### src/rtl/fifo_pkg.sv
// Shared constants and types for the FIFO read path: RAM read latency, skid depth and the level type.
package fifo_pkg;
  localparam int RD_LATENCY = 1;
  localparam int SKID_DEPTH = 2;

  typedef logic [1:0] level_t;

  // Words buffered plus the word returning from the RAM this cycle.
  function automatic logic [2:0] occ_plus(input level_t occ, input logic inflight);
    return {1'b0, occ} + {2'b00, inflight};
  endfunction
endpackage

### src/rtl/stream_skid_buf.sv
// Output register plus one skid register. New words take the output slot when it is free or draining;
// otherwise they wait in the skid slot. Zero-bubble at 1 word/cycle; out_valid holds while out_ready=0.
module stream_skid_buf
  import fifo_pkg::*;
#(
  parameter int DATA_WIDTH = 8
) (
  input  logic                  i_clk,
  input  logic                  i_reset_n,
  input  logic                  clear,
  input  logic                  in_valid,
  input  logic [DATA_WIDTH-1:0] in_data,
  output logic                  out_valid,
  output logic [DATA_WIDTH-1:0] out_data,
  input  logic                  out_ready,
  output level_t                level
);

  logic                  out_vld_q, out_vld_d;
  logic [DATA_WIDTH-1:0] out_dat_q, out_dat_d;
  logic                  skid_vld_q, skid_vld_d;
  logic [DATA_WIDTH-1:0] skid_dat_q, skid_dat_d;
  logic                  fire;

  assign fire = out_vld_q & out_ready;

  always_comb begin
    out_vld_d  = out_vld_q;
    out_dat_d  = out_dat_q;
    skid_vld_d = skid_vld_q;
    skid_dat_d = skid_dat_q;
    if (clear) begin
      out_vld_d  = 1'b0;
      skid_vld_d = 1'b0;
    end else if (fire) begin
      if (skid_vld_q) begin
        out_vld_d  = 1'b1;
        out_dat_d  = skid_dat_q;
        skid_vld_d = in_valid;
        if (in_valid) skid_dat_d = in_data;
      end else begin
        out_vld_d = in_valid;
        if (in_valid) out_dat_d = in_data;
      end
    end else if (in_valid) begin
      if (!out_vld_q) begin
        out_vld_d = 1'b1;
        out_dat_d = in_data;
      end else begin
        skid_vld_d = 1'b1;
        skid_dat_d = in_data;
      end
    end
  end

  always_ff @(posedge i_clk or negedge i_reset_n) begin
    if (!i_reset_n) begin
      out_vld_q  <= 1'b0;
      out_dat_q  <= '0;
      skid_vld_q <= 1'b0;
      skid_dat_q <= '0;
    end else begin
      out_vld_q  <= out_vld_d;
      out_dat_q  <= out_dat_d;
      skid_vld_q <= skid_vld_d;
      skid_dat_q <= skid_dat_d;
    end
  end

  assign out_valid = out_vld_q;
  assign out_data  = out_dat_q;
  assign level     = {1'b0, out_vld_q} + {1'b0, skid_vld_q};

  // A word arriving with both slots full and nothing leaving would be lost.
  a_no_overflow: assert property (@(posedge i_clk) disable iff (!i_reset_n)
    !(in_valid && skid_vld_q && !fire && !clear));
  a_skid_behind_out: assert property (@(posedge i_clk) disable iff (!i_reset_n)
    !(skid_vld_q && !out_vld_q));

endmodule

### src/rtl/fifo_rd_stream.sv
// Pops the FIFO, absorbs the RAM read latency and presents words as a valid/ready stream.
// Pop-to-valid latency 2 cycles; pops only when the returning word is guaranteed a skid slot.
module fifo_rd_stream
  import fifo_pkg::*;
#(
  parameter int DATA_WIDTH = 8
) (
  input  logic                  i_clk,
  input  logic                  i_reset_n,
  input  logic                  i_empty,
  output logic                  o_rd,
  input  logic [DATA_WIDTH-1:0] i_r_data,
  input  logic                  i_clear,
  output logic                  o_valid,
  output logic [DATA_WIDTH-1:0] o_data,
  input  logic                  i_ready,
  output logic [1:0]            o_level
);

  logic   inflight_q, inflight_d;
  logic   fire;
  level_t occ;

  assign fire = o_valid & i_ready;

  // Space is counted including the word already on its way back from the RAM.
  assign o_rd = ~i_empty & ~i_clear &
                ((occ_plus(occ, inflight_q) < 3'(SKID_DEPTH)) | fire);

  assign inflight_d = o_rd;

  always_ff @(posedge i_clk or negedge i_reset_n) begin
    if (!i_reset_n) begin
      inflight_q <= 1'b0;
    end else begin
      inflight_q <= inflight_d;
    end
  end

  stream_skid_buf #(
    .DATA_WIDTH (DATA_WIDTH)
  ) u_skid (
    .i_clk     (i_clk),
    .i_reset_n (i_reset_n),
    .clear     (i_clear),
    .in_valid  (inflight_q),
    .in_data   (i_r_data),
    .out_valid (o_valid),
    .out_data  (o_data),
    .out_ready (i_ready),
    .level     (occ)
  );

  assign o_level = occ;

  a_level_legal: assert property (@(posedge i_clk) disable iff (!i_reset_n)
    o_level != 2'd3);
  a_occ_bound: assert property (@(posedge i_clk) disable iff (!i_reset_n)
    occ_plus(occ, inflight_q) <= 3'(SKID_DEPTH));

endmodule

### config.mk
export PLATFORM = sky130hd
export DESIGN_NAME = fifo_rd_stream
export DESIGN_NICKNAME = d
export VERILOG_FILES = /design/src/rtl/fifo_pkg.sv /design/src/rtl/stream_skid_buf.sv /design/src/rtl/fifo_rd_stream.sv
export SDC_FILE = /design/constraint.sdc
export NUM_CORES = 1
export LEC_CHECK = 0
export CAP_MARGIN = 20
export CORE_MARGIN = 4
export CORE_UTILIZATION = 41
export CTS_CLUSTER_DIAMETER = 200
export DETAILED_ROUTE_END_ITERATION = 10
export HOLD_SLACK_MARGIN = 0.1
export PLACE_DENSITY = 0.73
export SYNTH_ARGS = -nofsm -noshare
export SYNTH_HDL_FRONTEND = slang
export SYNTH_HIERARCHICAL = 1
export SYNTH_SLANG_ARGS = --single-unit
### constraint.sdc
create_clock -name i_clk -period 1.4 [get_ports i_clk]
set_clock_uncertainty 0.05 [all_clocks]
set_input_delay 0.28 -clock i_clk [delete_from_list [all_inputs] [get_ports i_clk]]
set_output_delay 0.28 -clock i_clk [all_outputs]
set_load 0.02 [all_outputs]
* Word level (Yosys, flattened, before mapping)
Index checks and enable logic that the tools add are counted.
** Word-level totals
- Bits in registers :: 19
- Output and inout bits :: 12
- Word-level logic and storage cells :: 43
** Operators by class
- $add $sub $neg :: 2
- Magnitude comparators :: 1
- Eq/ne operators :: 3
- Mux-type cells :: 18
- Bitwise logic cells :: 6
- Reduce and logical (&&, ||, !) cells :: 8
** Operators by type and width (number)
- two-way mux 8 bit :: 9
- two-way mux 1 bit :: 9
- nonzero test 2 bit :: 3
- nonzero test 3 bit :: 2
- AND reduction 5 bit :: 1
- inequality test 2 bit, second input constant :: 2
- AND reduction 4 bit :: 1
- adder 2 x 1 -> 3 bit :: 1
- AND 1 bit :: 3
- less-than comparator 3 x 2 -> 1 bit, second input constant :: 1
- adder 1 x 1 -> 2 bit :: 1
- inequality test 2 x 1 -> 1 bit, second input constant :: 1
- inverter 1 bit :: 2
- AND reduction 2 bit :: 1
- OR 1 bit :: 1

* Logic depth before layout (Yosys ltp)
- Depth after elaboration :: 5
- Depth in mapped cells :: 4
- Gate-level depth less buffers :: 3

* Modules after synthesis
The synthesis kept the hierarchy.
** By module, submodules not included
- stream_skid_buf :: times used 1, cells each 56, area each 833.3 um^2, sequential area each 450.4 um^2
- fifo_rd_stream :: times used 1, cells each 4, area each 48.8 um^2, sequential area each 25.0 um^2

* Least setup slack after synthesis
No wires, ideal clock.
- Path type :: reg2out
- Start :: register u_skid.out_vld_q, in the netlist u_skid/out_valid
- End :: output port o_rd
- Arrival :: 1.483 ns
- Slack :: -0.413 ns
- Stages on the path, launching flop included :: 4
- Path buffers :: 0
- Cell sequence :: dfrtp_1 ha_1 a21o_1 a211oi_2
** Between the ends
- Longest elaborated chain between the ends :: 5
** RTL lines
- from (decl) :: line stream_skid_buf.sv:19 : logic out_vld_q, out_vld_d;
- from (signal assigned) :: line stream_skid_buf.sv:63 : out_vld_q <= out_vld_d;
- adder 1 x 1 -> 2 bit :: line stream_skid_buf.sv:72 : assign level = {1'b0, out_vld_q} + {1'b0, skid_vld_q};
- net o_level[0] :: line fifo_rd_stream.sv:17 : output logic [1:0] o_level
- adder 2 x 1 -> 3 bit :: line fifo_pkg.sv:10 : return {1'b0, occ} + {2'b00, inflight};
- less-than comparator 3 x 2 -> 1 bit :: line fifo_rd_stream.sv:28 : ((occ_plus(occ, inflight_q) < 3'(SKID_DEPTH)) | fire);
- OR 1 bit :: line fifo_rd_stream.sv:28
- AND 1 bit :: line fifo_rd_stream.sv:27 : assign o_rd = ~i_empty & ~i_clear &
- to (decl) :: line fifo_rd_stream.sv:11 : output logic o_rd,
The timed path passes the listed nets, and every way through them passes these cells.

* Worst setup path in the final report
- Start :: register u_skid.skid_vld_q
- End :: output port o_rd
** Between the ends
- Longest elaborated chain between the ends :: 5
** RTL lines
- from (decl) :: line stream_skid_buf.sv:21 : logic skid_vld_q, skid_vld_d;
- from (signal assigned) :: line stream_skid_buf.sv:65 : skid_vld_q <= skid_vld_d;
- adder 1 x 1 -> 2 bit :: line stream_skid_buf.sv:72
- adder 2 x 1 -> 3 bit :: line fifo_pkg.sv:10
- less-than comparator 3 x 2 -> 1 bit :: line fifo_rd_stream.sv:28
- OR 1 bit :: line fifo_rd_stream.sv:28
- AND 1 bit :: line fifo_rd_stream.sv:27
Every way passes these cells.

==> flow_summary.ini <==
[synth]
synthArstFlopShare = 1.00
yosys_warnings = 6
netlist_area_um2 = 882
yosys.area.top_type = dfrtp_1
synth-simple-area-share = 0.0823
synthDistinctLibCells = 16
synth.most_common_cell = mux2_2
ys_seq_area_frac = 0.539
synth_compound_area_frac = 0.0496
synth_fa_ha_area_frac = 0.0142
muxShareOfSynthArea = 0.306
syn_nets = 74
syn_inst = 60
synth_common_cells = 24 x mux2_2, 19 x dfrtp_1, 3 x a21oi_1
synthFlopType = dfrtp_1
synth_edf_count = 0
postSynthRegisterBits = 19
synthTopCellsByArea = dfrtp_1 54%, mux2_2 31%, nor3_4 1.8%, a21oi_1 1.7%, nand4b_2 1.7%
synth_xor_area_frac = 0
synth_top_family_by_area = multiplexers
postSynthAreaPerCell_um2 = 14.7
synth_top_cell_area_share = 0.539

[sta]
fin_crit_ns = 1.87
slew_viol_final = 0
max-slew-margin-rel = 0.839
setup_violations = 18
clock.fmax_mhz = 536
tightestPinTransition_ns = 0.241
min_period_over_period = 1.33
grt_setup_unrepaired = true
hold_violations = 0
layout_setup_ws_ns = -0.467

[power_and_ir_drop]
switching_share = 0.289
pwr-share-clk = 0.197
peakVddDrop_v = 0.000818
p_seq_frac = 0.508
p_switching_uw = 397
pwr-share-comb = 0.296
p_per_area_nw_per_um2 = 1050
p_int_uw = 978
total_leakage_power_uw = 0.000615

[clock_network]
cts_tree = done
cts.sinks = 19
cts_root_buffer = clkbuf_4
clk_path_buf_depth = 2
insertion_delay_ns = 0.29
cts_max_level = 1
cts.reportedPaths.clkPinSlew_ns = 0.11
holdBufCountCts = 0
cts_buffers = 3

[global_routing]
overflow = 0
grt_pass1_vias = 547
grt_util_all_layers = 0.132
grt_pass1_wl_um = 2620
antenna_found_initial = 0
grt_start_max_net_pins = 20

[layout]
nets = 110
final_util = 0.652
layout-area-overhead-vs-synth_pct = 47.9
drive_gt1_frac = 0.495
n_antenna_cell = 0
fillCellCount = 162
fin_cells = 122

[flow_run]
cap_viol_max_count = 0

[worst_setup_path]
critPathLaunch = u_skid/skid_vld_q$_DFFE_PN0P_
cp_slowest_stage_delay_ns = 0.43
ff2ff_path_depth = 5
worstPathArrival_ns = 1.54
start_kind = flip-flop
critical-path-slowest-cell = dfrtp_1
cp_top_family = flip-flops
path_cells = ha_4 -> a21o_1 -> a211oi_4 -> buf_6
timing.rr.end = u_skid/out_data[2]$_DFFE_PN0P_
path_class = flip-flop to output pin
path_max_fanout = 2
crit_buf_inv = 1
timing.rr.start = u_skid/skid_vld_q$_DFFE_PN0P_
cp_num_cells = 4
worstSetupEndpoint = o_rd
r2r_slack_ns = -0.13
cp.required_ns = 1.07
endpoint_kind = output pin

[route]
drt_iter0_markers = 1
ant_nets = 0
wire_per_inst_um = 13.8
drcViolationCount = 0
routed_wl_um = 1680
routed_via_density = 5.00
first_pass_iters = 2
via_count = 610

[status]
status = finished, violations left
violations = negative setup slack

[die]
io_pins = 25
dieArea_um2 = 2960
core_area_um2 = 2000
row_count = 16
start_util = 0.441
die_h_um = 54.4
die_x_um = 54.4

[place]
place_inst = 118
gp_congestion = 0.737
portBuffers = 24

[min_path]
holdCritPathClass = input port to asynchronous set/reset pin
[worst min path at each step]
stage / to / slack (ns) / depth (start not counted)
3_3_place_gp: u_skid/skid_dat_q[0]$_DFFE_PN0P_ / 0.43 / 1
5_1_grt: u_skid/out_data[2]$_DFFE_PN0P_ / 0.26 / 2
6_report: u_skid/out_data[2]$_DFFE_PN0P_ / 0.25 / 2
2_1_floorplan: inflight_q$_DFF_PN0_ / -0.07 / 0
4_1_cts: u_skid/out_data[2]$_DFFE_PN0P_ / 0.24 / 2
3_5_place_dp: u_skid/skid_dat_q[6]$_DFFE_PN0P_ / 0.44 / 1
[per-stage QoR]
stage	setup slack [ns]	TNS (ns)	area [um^2]	hold WS [ns]	total power (uW)
after CTS	-0.485	-1.95	1300	0.244	1400
after detailed placement	-0.694	-8.77	1240	0.444	1140
after floorplan	-0.157	-1.37	918	-0.0656	925
after global routing	-0.531	-2.53	1310	0.261	1460
after global placement	-0.676	-8.67	1240	0.434	1130
final	-0.467	-1.87	1310	0.250	1370
[placed cells by master, fill, tap and decap left out, types with 2 or more instances in the layout]
master and instances:
nor2_1 2, dlygate4sd2_1 8, clkdlybuf4s50_1 12, a21oi_1 3, mux2_4 4, buf_6 5, clkbuf_4 3, buf_4 6
mux2_2 20, dfrtp_1 18
[power groups by stage]
stage	logic, uW	clock network [uW]	registers (uW)
after floorplan	145	0	780
after global placement	427	0	704
after detailed placement	433	0	712
after CTS	411	288	699
after global routing	436	313	709
final	406	270	698
[flip-flops by register name, summed over array words and instances (netlist names)]
name	cells
u_skid/out_data	8
u_skid/skid_dat_q	8
inflight_q	1
u_skid/out_valid	1
u_skid/skid_vld_q	1
[logic make-up (layout without fill, tap and decap cells)]
group	count (synthesis)	after routing
buffers and inverters	1	36
adders and majority gates	1	1
DFF	19	19
and+or+nand+nor	9	9
muxes	24	24
AOI/OAI and AO/OA	6	6
[routing by layer]
metal  up-vias  GRT usage  wire length, um
met4         0     0.0871               36
met5         -          0                0
met2        13      0.201              844
met3         4     0.0354               78
met1       305      0.161              721
li1        288          -                -
[area by class of cell]
cell class,instances,area [um^2],share of cell area
clock inverters,1,5.00,0.00384
well taps,27,33.8,0.0259
flip-flops and latches,19,477,0.365
multi-input cells,40,465,0.357
clock buffers,3,22.5,0.0173
repair buffers,32,302,0.231
[repair_timing]
item,in CTS,in global routing
setup endpoints to repair,28,20
setup buffers,0,0
gates cloned,0,0
pin swaps,2,1
gates resized for setup,33,3
(Power assumes the default switching activity.)
